==> src/rtl/mm_feeder_if.sv <==
// Stream link between the feeder and the matrix-multiply engine: element bus,
// row/column markers, MM synchronous reset and the MM busy return.
interface mm_feeder_if #(
  parameter int DW = 8
);
  logic          mm_rst;
  logic [DW-1:0] in_data;
  logic          col_end;
  logic          row_end;
  logic          mm_busy;

  modport master (output mm_rst, in_data, col_end, row_end, input mm_busy);
  modport slave  (input mm_rst, in_data, col_end, row_end, output mm_busy);
endinterface

==> src/rtl/mm_feeder.sv <==
// Matrix-multiply feeder: buffers host-loaded A/B matrices, streams A then B
// row-major to the MM engine, then waits for MM busy to rise and fall.
module mm_feeder #(
  parameter int DW   = 8,
  parameter int MAXD = 4
) (
  input  logic          clk,
  input  logic          rst,
  input  logic          cfg_we,
  input  logic          cfg_sel,
  input  logic [1:0]    cfg_row,
  input  logic [1:0]    cfg_col,
  input  logic [DW-1:0] cfg_data,
  input  logic [1:0]    a_rows,
  input  logic [1:0]    a_cols,
  input  logic [1:0]    b_rows,
  input  logic [1:0]    b_cols,
  input  logic          start,
  mm_feeder_if.master   mm,
  output logic          active,
  output logic          done,
  output logic          cfg_err
);

  typedef enum logic [2:0] {IDLE, SEND_A, SEND_B, WAIT_HI, WAIT_LO} state_t;

  state_t        state;
  logic [DW-1:0] mem_a [MAXD][MAXD];
  logic [DW-1:0] mem_b [MAXD][MAXD];
  logic [1:0]    ar_q, ac_q, br_q, bc_q;
  logic [1:0]    r, c;

  logic [1:0]    cur_rows, cur_cols, nr, nc;
  logic          last_elem;
  logic [DW-1:0] first_a;
  logic          err_set;

  // NOTE: element buffers carry no reset; their contents only matter once the host loads them.
  always_ff @(posedge clk) begin
    if (cfg_we && (state == IDLE)) begin
      if (cfg_sel) mem_b[cfg_row][cfg_col] <= cfg_data;
      else         mem_a[cfg_row][cfg_col] <= cfg_data;
    end
  end

  always_comb begin
    // NOTE: every variable gets a default first, so no path leaves it unassigned (no latch).
    cur_rows = ar_q;
    cur_cols = ac_q;
    if (state == SEND_B) begin
      cur_rows = br_q;
      cur_cols = bc_q;
    end
    last_elem = (r == cur_rows) && (c == cur_cols);
    nr = r;
    nc = c + 2'd1;
    if (c == cur_cols) begin
      nr = r + 2'd1;
      nc = '0;
    end
  end

  // A write to A[0][0] in the start cycle must reach the first streamed element.
  always_comb begin
    first_a = mem_a[0][0];
    if (cfg_we && !cfg_sel && (cfg_row == 2'd0) && (cfg_col == 2'd0)) first_a = cfg_data;
  end

  assign err_set = ((state != IDLE) && (start || cfg_we)) ||
                   (((state == SEND_A) || (state == SEND_B)) && mm.mm_busy);

  // NOTE: sequential state uses non-blocking assignments only, so all registers update together.
  always_ff @(posedge clk or negedge rst) begin
    if (!rst) begin
      state      <= IDLE;
      mm.mm_rst  <= 1'b1;
      mm.in_data <= '0;
      mm.col_end <= 1'b0;
      mm.row_end <= 1'b0;
      active     <= 1'b0;
      done       <= 1'b0;
      cfg_err    <= 1'b0;
      ar_q       <= '0;
      ac_q       <= '0;
      br_q       <= '0;
      bc_q       <= '0;
      r          <= '0;
      c          <= '0;
    end else begin
      done <= 1'b0;
      if (err_set) cfg_err <= 1'b1;

      case (state)
        IDLE: begin
          if (start) begin
            ar_q       <= a_rows;
            ac_q       <= a_cols;
            br_q       <= b_rows;
            bc_q       <= b_cols;
            r          <= '0;
            c          <= '0;
            state      <= SEND_A;
            active     <= 1'b1;
            cfg_err    <= 1'b0;
            mm.mm_rst  <= 1'b0;
            mm.in_data <= first_a;
            mm.col_end <= (a_cols == 2'd0);
            mm.row_end <= (a_rows == 2'd0) && (a_cols == 2'd0);
          end
        end

        SEND_A: begin
          if (last_elem) begin
            r          <= '0;
            c          <= '0;
            state      <= SEND_B;
            mm.in_data <= mem_b[0][0];
            mm.col_end <= (bc_q == 2'd0);
            mm.row_end <= (br_q == 2'd0) && (bc_q == 2'd0);
          end else begin
            r          <= nr;
            c          <= nc;
            mm.in_data <= mem_a[nr][nc];
            mm.col_end <= (nc == ac_q);
            mm.row_end <= (nr == ar_q) && (nc == ac_q);
          end
        end

        SEND_B: begin
          if (last_elem) begin
            r          <= '0;
            c          <= '0;
            state      <= WAIT_HI;
            mm.in_data <= '0;
            mm.col_end <= 1'b0;
            mm.row_end <= 1'b0;
          end else begin
            r          <= nr;
            c          <= nc;
            mm.in_data <= mem_b[nr][nc];
            mm.col_end <= (nc == bc_q);
            mm.row_end <= (nr == br_q) && (nc == bc_q);
          end
        end

        WAIT_HI: begin
          if (mm.mm_busy) state <= WAIT_LO;
        end

        WAIT_LO: begin
          if (!mm.mm_busy) begin
            state     <= IDLE;
            done      <= 1'b1;
            active    <= 1'b0;
            mm.mm_rst <= 1'b1;
          end
        end

        default: state <= IDLE;
      endcase
    end
  end

endmodule

==> src/flat_wrapper.sv <==
// flat-port wrapper written by rule: the top's interface ports become plain ports
module mm_feeder_flat 
#(
  parameter int DW   = 8,
  parameter int MAXD = 4
)
  (clk, rst, cfg_we, cfg_sel, cfg_row, cfg_col, cfg_data, a_rows, a_cols, b_rows, b_cols, start, active, done, cfg_err, mm_mm_rst, mm_in_data, mm_col_end, mm_row_end, mm_mm_busy);
  mm_feeder_if #(.DW(DW)) mm_i ();
  input  logic clk;
  input  logic rst;
  input  logic cfg_we;
  input  logic cfg_sel;
  input  logic [1:0] cfg_row;
  input  logic [1:0] cfg_col;
  input  logic [DW-1:0] cfg_data;
  input  logic [1:0] a_rows;
  input  logic [1:0] a_cols;
  input  logic [1:0] b_rows;
  input  logic [1:0] b_cols;
  input  logic start;
  output logic active;
  output logic done;
  output logic cfg_err;
  output wire logic [$bits(mm_i.mm_rst)-1:0] mm_mm_rst;
  output wire logic [$bits(mm_i.in_data)-1:0] mm_in_data;
  output wire logic [$bits(mm_i.col_end)-1:0] mm_col_end;
  output wire logic [$bits(mm_i.row_end)-1:0] mm_row_end;
  input wire logic [$bits(mm_i.mm_busy)-1:0] mm_mm_busy;
  assign mm_mm_rst = mm_i.mm_rst;
  assign mm_in_data = mm_i.in_data;
  assign mm_col_end = mm_i.col_end;
  assign mm_row_end = mm_i.row_end;
  assign mm_i.mm_busy = mm_mm_busy;
  mm_feeder #(.DW(DW), .MAXD(MAXD)) u_core (.clk(clk), .rst(rst), .cfg_we(cfg_we), .cfg_sel(cfg_sel), .cfg_row(cfg_row), .cfg_col(cfg_col), .cfg_data(cfg_data), .a_rows(a_rows), .a_cols(a_cols), .b_rows(b_rows), .b_cols(b_cols), .start(start), .mm(mm_i), .active(active), .done(done), .cfg_err(cfg_err));
endmodule
==> config.mk <==
export PLATFORM = sky130hd
export DESIGN_NAME = mm_feeder_flat
export DESIGN_NICKNAME = d
export VERILOG_FILES = /design/src/rtl/mm_feeder_if.sv /design/src/rtl/mm_feeder.sv /design/src/flat_wrapper.sv
export SDC_FILE = /design/constraint.sdc
export NUM_CORES = 1
export LEC_CHECK = 0
export CAP_MARGIN = 20
export CORE_MARGIN = 2
export CORE_UTILIZATION = 35
export DETAILED_ROUTE_END_ITERATION = 10
export GPL_TIMING_DRIVEN = 1
export HOLD_SLACK_MARGIN = 0.15
export PLACE_DENSITY_LB_ADDON = 0.2
export RECOVER_POWER = 50
export SETUP_SLACK_MARGIN = 0.4
export SLEW_MARGIN = 20
export SYNTH_ARGS = -nofsm -noshare
export SYNTH_HDL_FRONTEND = slang
export SYNTH_SLANG_ARGS = --single-unit
==> constraint.sdc <==
create_clock -name clk -period 3.3 [get_ports clk]
set_clock_uncertainty 0.1 [all_clocks]
set_input_delay 0.495 -clock clk [delete_from_list [all_inputs] [get_ports clk]]
set_output_delay 0.495 -clock clk [all_outputs]
set_load 0.1 [all_outputs]
==> impl_metrics.toml, run 1 <==
[run_status]
status = "finished with violations"
violations = "max-capacitance violations, max-slew violations"

[clock_tree]
cts_max_level = 2
cts_sinks = 285
cts.path.max_buffers = 3
root_buffer = "clkbuf_16"
ctsHoldBuffers = 0
clk_pin_slew_ns = 0.06
insertion_delay_ns = 0.51
cts_tree = "built"
cts-buffers-inserted = 34

[pwr]
leakagePower_uw = 0.00539
p_sw_share_pct = 40.0
ir_drop_v = 0.000770
clockPowerShare_pct = 23.2
p_per_area_mw_per_mm2 = 997
power_frac_seq_pct = 28.2
switchingPower_uw = 6290
intPower_uw = 9450
p_comb_share_pct = 48.7

[drt]
vias = 8635
totalWireLength_um = 41200
avgViaCountPerCell = 5.67
drcViolationCount = 0
drt-initial-drc-count = 965
wl_per_cell_um = 27.1
drtPass1Iterations = 5
ant_nets = 0

[cells_and_area]
insertedDiodeCount = 0
layout.nets = 1063
fillCellCount = 3246
syn_to_final_growth_pct = 24.9
layout-drive-gt1-share_pct = 27.2

[timing]
drv_slew = 264
worst_pin_slew_ns = 1.87
grt_setup_unrepaired = "yes"
fin_tns_setup_ns = 0
setup_violations = 0
max_slew_margin_pct = -24.8
min_period_ns = 2.87
fmaxAchievable_mhz = 349
fin_crit_sh_pct = 86.9
hold_viol_final = 0
finalWorstSetupSlack_ns = 0.431

[placed_design]
place_worst_setup_slack_ns = 0.0349
place_congestion = 0.929
io_buffers = 39
hpwl_um = 28000

[die]
core_area_mm2 = 0.0356
fp-row-count = 69
die_y_um = 194
die_x_um = 194
die-area_mm2 = 0.0376
io_pins = 40
start_util_pct = 35.5

[synthesis]
synth_warnings = 0
synth_edf_count = 256
ys_ff_latch = 285
synthDistinctLibCells = 71
yosys.area.top_type = "edfxtp_1"
synth-compound-area-share_pct = 8.35
synth.top_cell.area_share_pct = 60.8
ys_seq_area_share_pct = 66.6
syn_area_per_cell_um2 = 14.4
yosys.area_share.adder_pct = 0
synth_xor_area_share_pct = 1.51
synthArstFlopShare_pct = 10.2
synthCells = 880
synth.area.top_cells = "edfxtp_1 61%, mux4_2 6.6%, dfrtp_1 5.5%"
synth_flop_cell = "edfxtp_1"
syn_area_mm2 = 0.0126
synthMuxAreaShare_pct = 11.3
synth_nets = 906
synthTopCellsByCount = "256 x edfxtp_1, 105 x nand2_1, 70 x nor2_1"
synth_most_common_cell = "edfxtp_1"
synthSimpleGateAreaFrac_pct = 10.3
synth_top_family_by_area = "multiplexers"

[setup_path]
cp_data_arrival_time_ns = 3.16
required_ns = 3.59
cp-end-kind = "flop"
startpoint = "u_core.state[0]"
r2r_start = "u_core.state[0]"
path_class = "flop to flop"
startpoint_type = "flop"
path_max_fanout = 8

[flow_run]
maxCapViolCount = 8

[grt]
grt.overflow.total = 0
grt_max_degree = 51
grt_use_total_pct = 21.2
antenna_found_initial = 0
grt_pass1_vias = 8361
grt_first_pass_wirelength_um = 58500

[hold_path]
hold_path.class = "input port to async pin"
## layout make-up
class,count,area [µm²],share of cell area [%]
clock inverter,20,146,0.928
multi-input combinational,540,4220,26.7
sequential,285,8420,53.4
tap,461,577,3.66
inverter,3,11.3,0.0714
timing repair buffer,173,1460,9.28
clock buffer,41,941,5.96
## registers in the layout, summed over array words and instances (netlist names), 2 cells and up
register           count
u_core.ar_q            2
u_core.state           3
u_core.mm.in_data      8
u_core.br_q            2
u_core.mem_a         128
u_core.mem_b         128
u_core.c               2
u_core.r               2
u_core.ac_q            2
u_core.bc_q            2
## layout by cell type, fill, tap and decap left out, drive strengths merged, types with 16 or more instances in the layout
master,n
mux2i,46
dfrtp,28
clkinv,16
clkbuf,57
o21ai,27
nor2,72
a211oi,16
clkdlybuf4s50,18
mux4,37
nor3,23
nand3,16
a21oi,19
buf,130
nand2,105
edfxtp,256
## path summary, 6_finish.rpt
check                      cells after the start              endpoint  slack [ns]
min reg2reg                                    1      u_core.mm.mm_rst        0.41
max reg2reg                                   10  u_core.mm.in_data[0]        0.43
min                                            1        u_core.cfg_err        0.40
max in group asynchronous                      2        u_core.ac_q[1]        1.40
min in group clk                               1      u_core.mm.mm_rst        0.41
max                                           10  u_core.mm.in_data[0]        0.43
## power by group through the flow
stage / logic [µW] / clock network (µW) / registers [µW]
detailed placement: 6480 / 0 / 4480
CTS: 6690 / 3700 / 4410
global route: 8020 / 3840 / 4450
global placement: 6480 / 0 / 4480
finish: 7660 / 3640 / 4430
floorplan: 3540 / 0 / 4810
## critical path: stages (launching register included)
cell and delay [ns]:
dfrtp_1 0.44, nor3b_4 0.28, and3_4 0.29, buf_12 0.11, or2_4 0.18, buf_4 0.19
mux2i_1 0.19, o22ai_1 0.10, o22ai_2 0.32, a311oi_1 0.16, or3_1 0.39
## layer usage
layer | vias up | part of all wire, % | wire length, µm | global-route usage (%)
met5 | - | 0 | 0 | 0
met4 | 0 | 2.9 | 1220 | 6.20
met3 | 77 | 8.4 | 3460 | 4.12
met2 | 411 | 46 | 18900 | 33.8
met1 | 4384 | 43 | 17700 | 29.6
li1 | 3763 | - | - | -
## timing repair
item	4_1_cts	5_1_grt
resized for setup	15	46
setup buffers	2	16
pin swaps	1	17
cloned	1	3
endpoints found under the hold margin	0	0
setup endpoints to repair	8	8
## kinds of logic (layout without fill, tap and decap cells)
logic type      Yosys count  count (layout)
xor+xnor                 20              20
compound gates          147             147
flops                   285             285
mux                      95              95
buf+inv                  56             237
simple gates            277             278
## through the flow
| step | hold slack [ns] | total power, µW | cells | util (%) | instance area [µm²] |
|---|---|---|---|---|---|
| finish | 0.398 | 15700 | 1523 | 44.4 | 15800 |
| global route | 0.420 | 16300 | 1523 | 44.4 | 15800 |
| CTS | 0.326 | 14800 | 1504 | 43.3 | 15400 |
| detailed placement | 0.402 | 11000 | 1440 | 40.1 | 14200 |
| global placement | 0.397 | 11000 | 1440 | 40.1 | 14200 |
| floorplan | 0.0994 | 8350 | 880 | - | 12600 |
Power figures use the tool's default switching activity.
==> inputs of run 2 (changes only) <==
--- a/config.mk
+++ b/config.mk
@@ -5,7 +5,7 @@
 export SDC_FILE = /design/constraint.sdc
 export NUM_CORES = 1
 export LEC_CHECK = 0
-export CAP_MARGIN = 20
+export CAP_MARGIN = 40
 export CORE_MARGIN = 2
 export CORE_UTILIZATION = 35
 export DETAILED_ROUTE_END_ITERATION = 10
==> impl_metrics.toml, run 2 (synthesis gave the netlist of run 1 again) <==
[timing]
hold_viol_final = 0
grt_setup_unrepaired = "yes"
fmaxAchievable_mhz = 348
worst_pin_slew_ns = 1.87
fin_crit_sh_pct = 87.0
max_slew_margin_pct = -24.5
fin_tns_setup_ns = 0
min_period_ns = 2.87
drv_slew = 264
setup_violations = 0

[pwr]
power_frac_seq_pct = 28.9
clockPowerShare_pct = 23.5
p_per_area_mw_per_mm2 = 980
intPower_uw = 9170
switchingPower_uw = 6160
p_sw_share_pct = 40.2
ir_drop_v = 0.000736
p_comb_share_pct = 47.6
leakagePower_uw = 0.00531

[run_status]
status = "finished with violations"
violations = "max-capacitance violations, max-slew violations"

[grt]
grt_max_degree = 51
grt.met3_usage_pct = 3.98
grt_first_pass_wirelength_um = 58600
grt_use_total_pct = 21.1
grt.overflow.total = 0
grt_util_met2_pct = 33.8
grt_busiest_layer = "met2"
met1_usage_pct = 29.4
antenna_found_initial = 1
grt_pass1_vias = 8486

[die]
start_util_pct = 35.5
io_pins = 40
die_x_um = 194
core_area_mm2 = 0.0356
die_y_um = 194
fp-row-count = 69
die-area_mm2 = 0.0376

[placed_design]
place_congestion = 0.929
hpwl_um = 28100
dp_cells = 1443
io_buffers = 39

[setup_path]
required_ns = 3.71
cp_data_arrival_time_ns = 3.28
startpoint_type = "flop"
cp-end-kind = "flop"
path_max_fanout = 25
path_class = "flop to flop"

[drt]
drcViolationCount = 0
totalWireLength_um = 40700
drt-initial-drc-count = 927
drtPass1Iterations = 5
ant_nets = 0
wl_per_cell_um = 26.9
avgViaCountPerCell = 5.71
vias = 8634

[cells_and_area]
syn_to_final_growth_pct = 23.8
fin_cells = 1512
top_regs = "u_core.mem_a: 128 flops, u_core.mem_b: 128 flops, u_core.mm.in_data: 8 flops"
final_cell_mix = "256 x edfxtp_1, 113 x buf_4, 101 x nand2_1"
final_common_cell = "edfxtp_1"
layout-drive-gt1-share_pct = 26.0
layout.nets = 1052

[flow_run]
maxCapViolCount = 8

[clock_tree]
cts_max_level = 1
root_buffer = "clkbuf_16"
cts_tree = "built"
cts_sinks = 285
clk_pin_slew_ns = 0.06
cts.path.max_buffers = 3
cts-buffers-inserted = 31
ctsHoldBuffers = 0
insertion_delay_ns = 0.58

[hold_path]
hold_path.class = "input port to async pin"
run 2: final cells by class:
class | instances | area (µm²)
fill | 3263 | 19900
sequential | 285 | 8420
multi-input combinational | 540 | 4230
timing repair buffer | 165 | 1350
clock buffer | 35 | 791
tap | 461 | 577
clock inverter | 22 | 255
inverter | 3 | 11.3
antenna | 1 | 2.50
run 2: final timing paths:
path	depth (start not counted)	startpoint	to	slack (ns)
min in group clk	3	b_rows[1]	u_core.br_q[1]	0.38
max in group asynchronous	2	rst	u_core.ac_q[0]	1.44
worst min-delay path	1	rst	u_core.cfg_err	0.33
worst max-delay path	11	u_core.state[0]	u_core.mm.in_data[0]	0.43
worst max register to register	11	u_core.state[0]	u_core.mm.in_data[0]	0.43
worst min register to register	1	u_core.mm.mm_rst	u_core.mm.mm_rst	0.41
run 2: power by group through the flow:
stage	sequential [µW]	clock (µW)	combinational (µW)
after floorplan	4810	0	3540
after global placement	4480	0	6480
after detailed placement	4480	0	6490
after CTS	4410	3650	6770
after global routing	4450	3800	7630
final	4430	3600	7300
run 2: metal layers:
| layer | up-vias | wire length, µm |
|---|---|---|
| met3 | 75 | 3140 |
| met5 | - | 0 |
| met4 | 0 | 1200 |
| met2 | 383 | 18800 |
| met1 | 4440 | 17600 |
| li1 | 3736 | - |
run 2: through the flow:
stage | hold WS [ns] | power (µW) | setup WS (ns) | utilization [%] | cell area [µm²]
after floorplan | 0.0994 | 8350 | 0.458 | - | 12600
after global placement | 0.397 | 11000 | 0.112 | 40.1 | 14200
after detailed placement | 0.404 | 11000 | 0.121 | 40.2 | 14300
after CTS | 0.264 | 14800 | 0.342 | 43.4 | 15400
after global routing | 0.366 | 15900 | 0.345 | 44.0 | 15600
final | 0.329 | 15300 | 0.428 | 44.0 | 15600
run 2: repair_timing:
item	in CTS	in global routing
pin swaps	1	12
buffers inserted	2	7
cloned	1	1
gates resized for setup	16	46
endpoints found under the setup margin	8	14
run 2: critical path, stage by stage (launching register included):
cell       delay [ns]
dfrtp_1          0.44
nor3b_4          0.29
nor3_2           0.08
buf_6            0.15
nor2_4           0.23
buf_12           0.25
o211ai_1         0.12
a221oi_1         0.45
a2111oi_2        0.08
buf_4            0.16
a311oi_1         0.28
or3_1            0.17
==> inputs of run 3 (changes only) <==
--- a/config.mk
+++ b/config.mk
@@ -5,6 +5,7 @@
 export SDC_FILE = /design/constraint.sdc
 export NUM_CORES = 1
 export LEC_CHECK = 0
+export ABC_AREA = 1
 export CAP_MARGIN = 40
 export CORE_MARGIN = 2
 export CORE_UTILIZATION = 35
==> constraint.sdc (replaced) <==
create_clock -name clk -period 2.67 [get_ports clk]
set_clock_uncertainty 0.1 [all_clocks]
set_input_delay 0.4005 -clock clk [delete_from_list [all_inputs] [get_ports clk]]
set_output_delay 0.4005 -clock clk [all_outputs]
set_load 0.1 [all_outputs]
==> impl_metrics.toml, run 3 <==
[timing]
worst_pin_slew_ns = 1.60
min_period_ns = 2.54
fmaxAchievable_mhz = 394
fin_crit_sh_pct = 95.1
fin_tns_setup_ns = 0
max_slew_margin_pct = -6.70
setup_violations = 0
hold_viol_final = 0
grt_setup_unrepaired = "yes"
drv_slew = 64

[run_status]
status = "finished with violations"
violations = "max-capacitance violations, max-slew violations"

[synthesis]
synth.top_cell.area_share_pct = 62.8
ys_ff_latch = 285
synth_nets = 1133
synthTopCellsByCount = "325 x nand2_1, 256 x edfxtp_1, 245 x nand3_1"
synthDistinctLibCells = 37
synth.area.top_cells = "edfxtp_1 63%, nand3_1 10%, nand2_1 10%"
synth_most_common_cell = "nand2_1"
synthArstFlopShare_pct = 10.2
synth_edf_count = 256
syn_area_per_cell_um2 = 11.0
synthCells = 1107
yosys.area.top_type = "edfxtp_1"
syn_area_mm2 = 0.0122
ys_seq_area_share_pct = 68.8
synth_flop_cell = "edfxtp_1"
synth_warnings = 0

[drt]
totalWireLength_um = 35500
avgViaCountPerCell = 5.07
drt-initial-drc-count = 678
drtPass1Iterations = 5
ant_nets = 0
drcViolationCount = 0
wl_per_cell_um = 20.6
vias = 8742

[grt]
grt_first_pass_wirelength_um = 51200
antenna_found_initial = 0
grt.overflow.total = 0
grt_pass1_vias = 8289
grt_use_total_pct = 18.8
grt_max_degree = 45

[cells_and_area]
syn_to_final_growth_pct = 28.1
final_common_cell = "nand2_1"
insertedDiodeCount = 0
layout-drive-gt1-share_pct = 20.7
final_area_mm2 = 0.0157
top_regs = "u_core.mem_a: 128 flops, u_core.mem_b: 128 flops, u_core.mm.in_data: 8 flops"
layout.nets = 1271
final_cell_mix = "305 x nand2_1, 256 x edfxtp_1, 202 x nand3_1"

[flow_run]
maxCapViolCount = 2

[setup_path]
path_max_fanout = 11
startpoint_type = "flop"
cp-end-kind = "flop"
cp_data_arrival_time_ns = 2.89
required_ns = 3.02
path_class = "flop to flop"

[die]
core_area_mm2 = 0.0345
fp-row-count = 68
die_y_um = 191
io_pins = 40
die_x_um = 191
die-area_mm2 = 0.0365
start_util_pct = 35.5

[clock_tree]
root_buffer = "clkbuf_16"
cts.path.max_buffers = 3
insertion_delay_ns = 0.58
clk_pin_slew_ns = 0.06
cts-buffers-inserted = 31
cts_tree = "built"
cts_sinks = 285
cts_max_level = 1

[placed_design]
place_congestion = 0.842
io_buffers = 39
place_area_mm2 = 0.0136
hpwl_um = 21500

[hold_path]
hold_path.class = "input port to flop"
## run 3: changes by cell type in the layout (fill, tap and decap cells not counted), sizes merged, moves of 17 or more
| cell | change |
|---|---|
| nand3 | +230 |
| buf | -17 |
| mux2i | -46 |
| inv | +35 |
| nand2 | +228 |
| mux4 | -37 |
## run 3: final timing paths
path,startpoint,to,slack [ns],depth (start not counted)
min in group asynchronous,rst,u_core.state[1],0.87,3
worst max-delay path,u_core.state[2],u_core.mm.in_data[4],0.13,16
worst min register to register,u_core.mm.mm_rst,u_core.mm.mm_rst,0.37,2
worst max register to register,u_core.state[2],u_core.mm.in_data[4],0.13,16
worst min-delay path,b_cols[0],u_core.bc_q[0],0.30,3
max in group asynchronous,rst,u_core.mm.in_data[5],1.11,3
## run 3: layout make-up
| type | instances | area, µm² |
|---|---|---|
| clock buffer | 37 | 798 |
| clock inverter | 19 | 280 |
| fill | 3215 | 18800 |
| inverter | 41 | 193 |
| multi-input combinational | 727 | 3740 |
| sequential | 285 | 8410 |
| tap | 455 | 569 |
| timing repair buffer | 158 | 1660 |
| timing repair inverter | 1 | 11.3 |
## run 3: per-stage QoR
stage | setup WS [ns] | cells | hold slack, ns | utilization [%]
6_report | 0.131 | 1723 | 0.299 | 45.5
3_3_place_gp | -0.000265 | 1635 | 0.356 | 39.6
4_1_cts | 0.209 | 1706 | 0.287 | 43.8
5_1_grt | 0.0137 | 1723 | 0.318 | 45.5
3_5_place_dp | 0.00552 | 1635 | 0.368 | 39.6
2_1_floorplan | 0.420 | 1107 | 0.00491 | -
## run 3: logic make-up after synthesis
| logic type | after synthesis | synth area share (%) |
|---|---|---|
| xor gates and xnor gates | 9 | 0.644 |
| and+or+nand+nor | 658 | 23.6 |
| buffers and inverters | 95 | 4.09 |
| AOI/OAI and AO/OA | 60 | 2.85 |
| DFF | 285 | 68.8 |
## run 3: worst max-delay path, stage by stage, from the launching register on
cell and delay (ns):
dfrtp_1 0.41, nor2_4 0.21, nand2_4 0.10, nand2_1 0.09
nand3_2 0.09, nand2_4 0.11, nand3_4 0.12, nand2_8 0.22
clkinv_16 0.10, buf_6 0.14, clkbuf_16 0.17, nand2_1 0.06
nand3_1 0.09, nand3_1 0.10, nand3_1 0.08, nand3_1 0.12
nand3b_1 0.09
## run 3: what timing repair did
item	CTS	global route
setup buffers	10	5
gates resized for setup	39	93
hold endpoints to repair	28	0
endpoints found under the setup margin	13	159
hold buffers	1	0
gates cloned	4	11
pin swaps	12	34
## run 3: per-layer routing
metal,vias to the layer above,GRT usage [%],share of wire (%)
met1,4301,26.9,46
met2,238,30.1,47
met5,-,0,0
li1,4153,-,-
met3,50,3.08,5.5
met4,0,4.41,2.0
Power of run 3 is not shown: default switching activity piles up to over one toggle a cycle in this logic, so the estimate is an artifact.
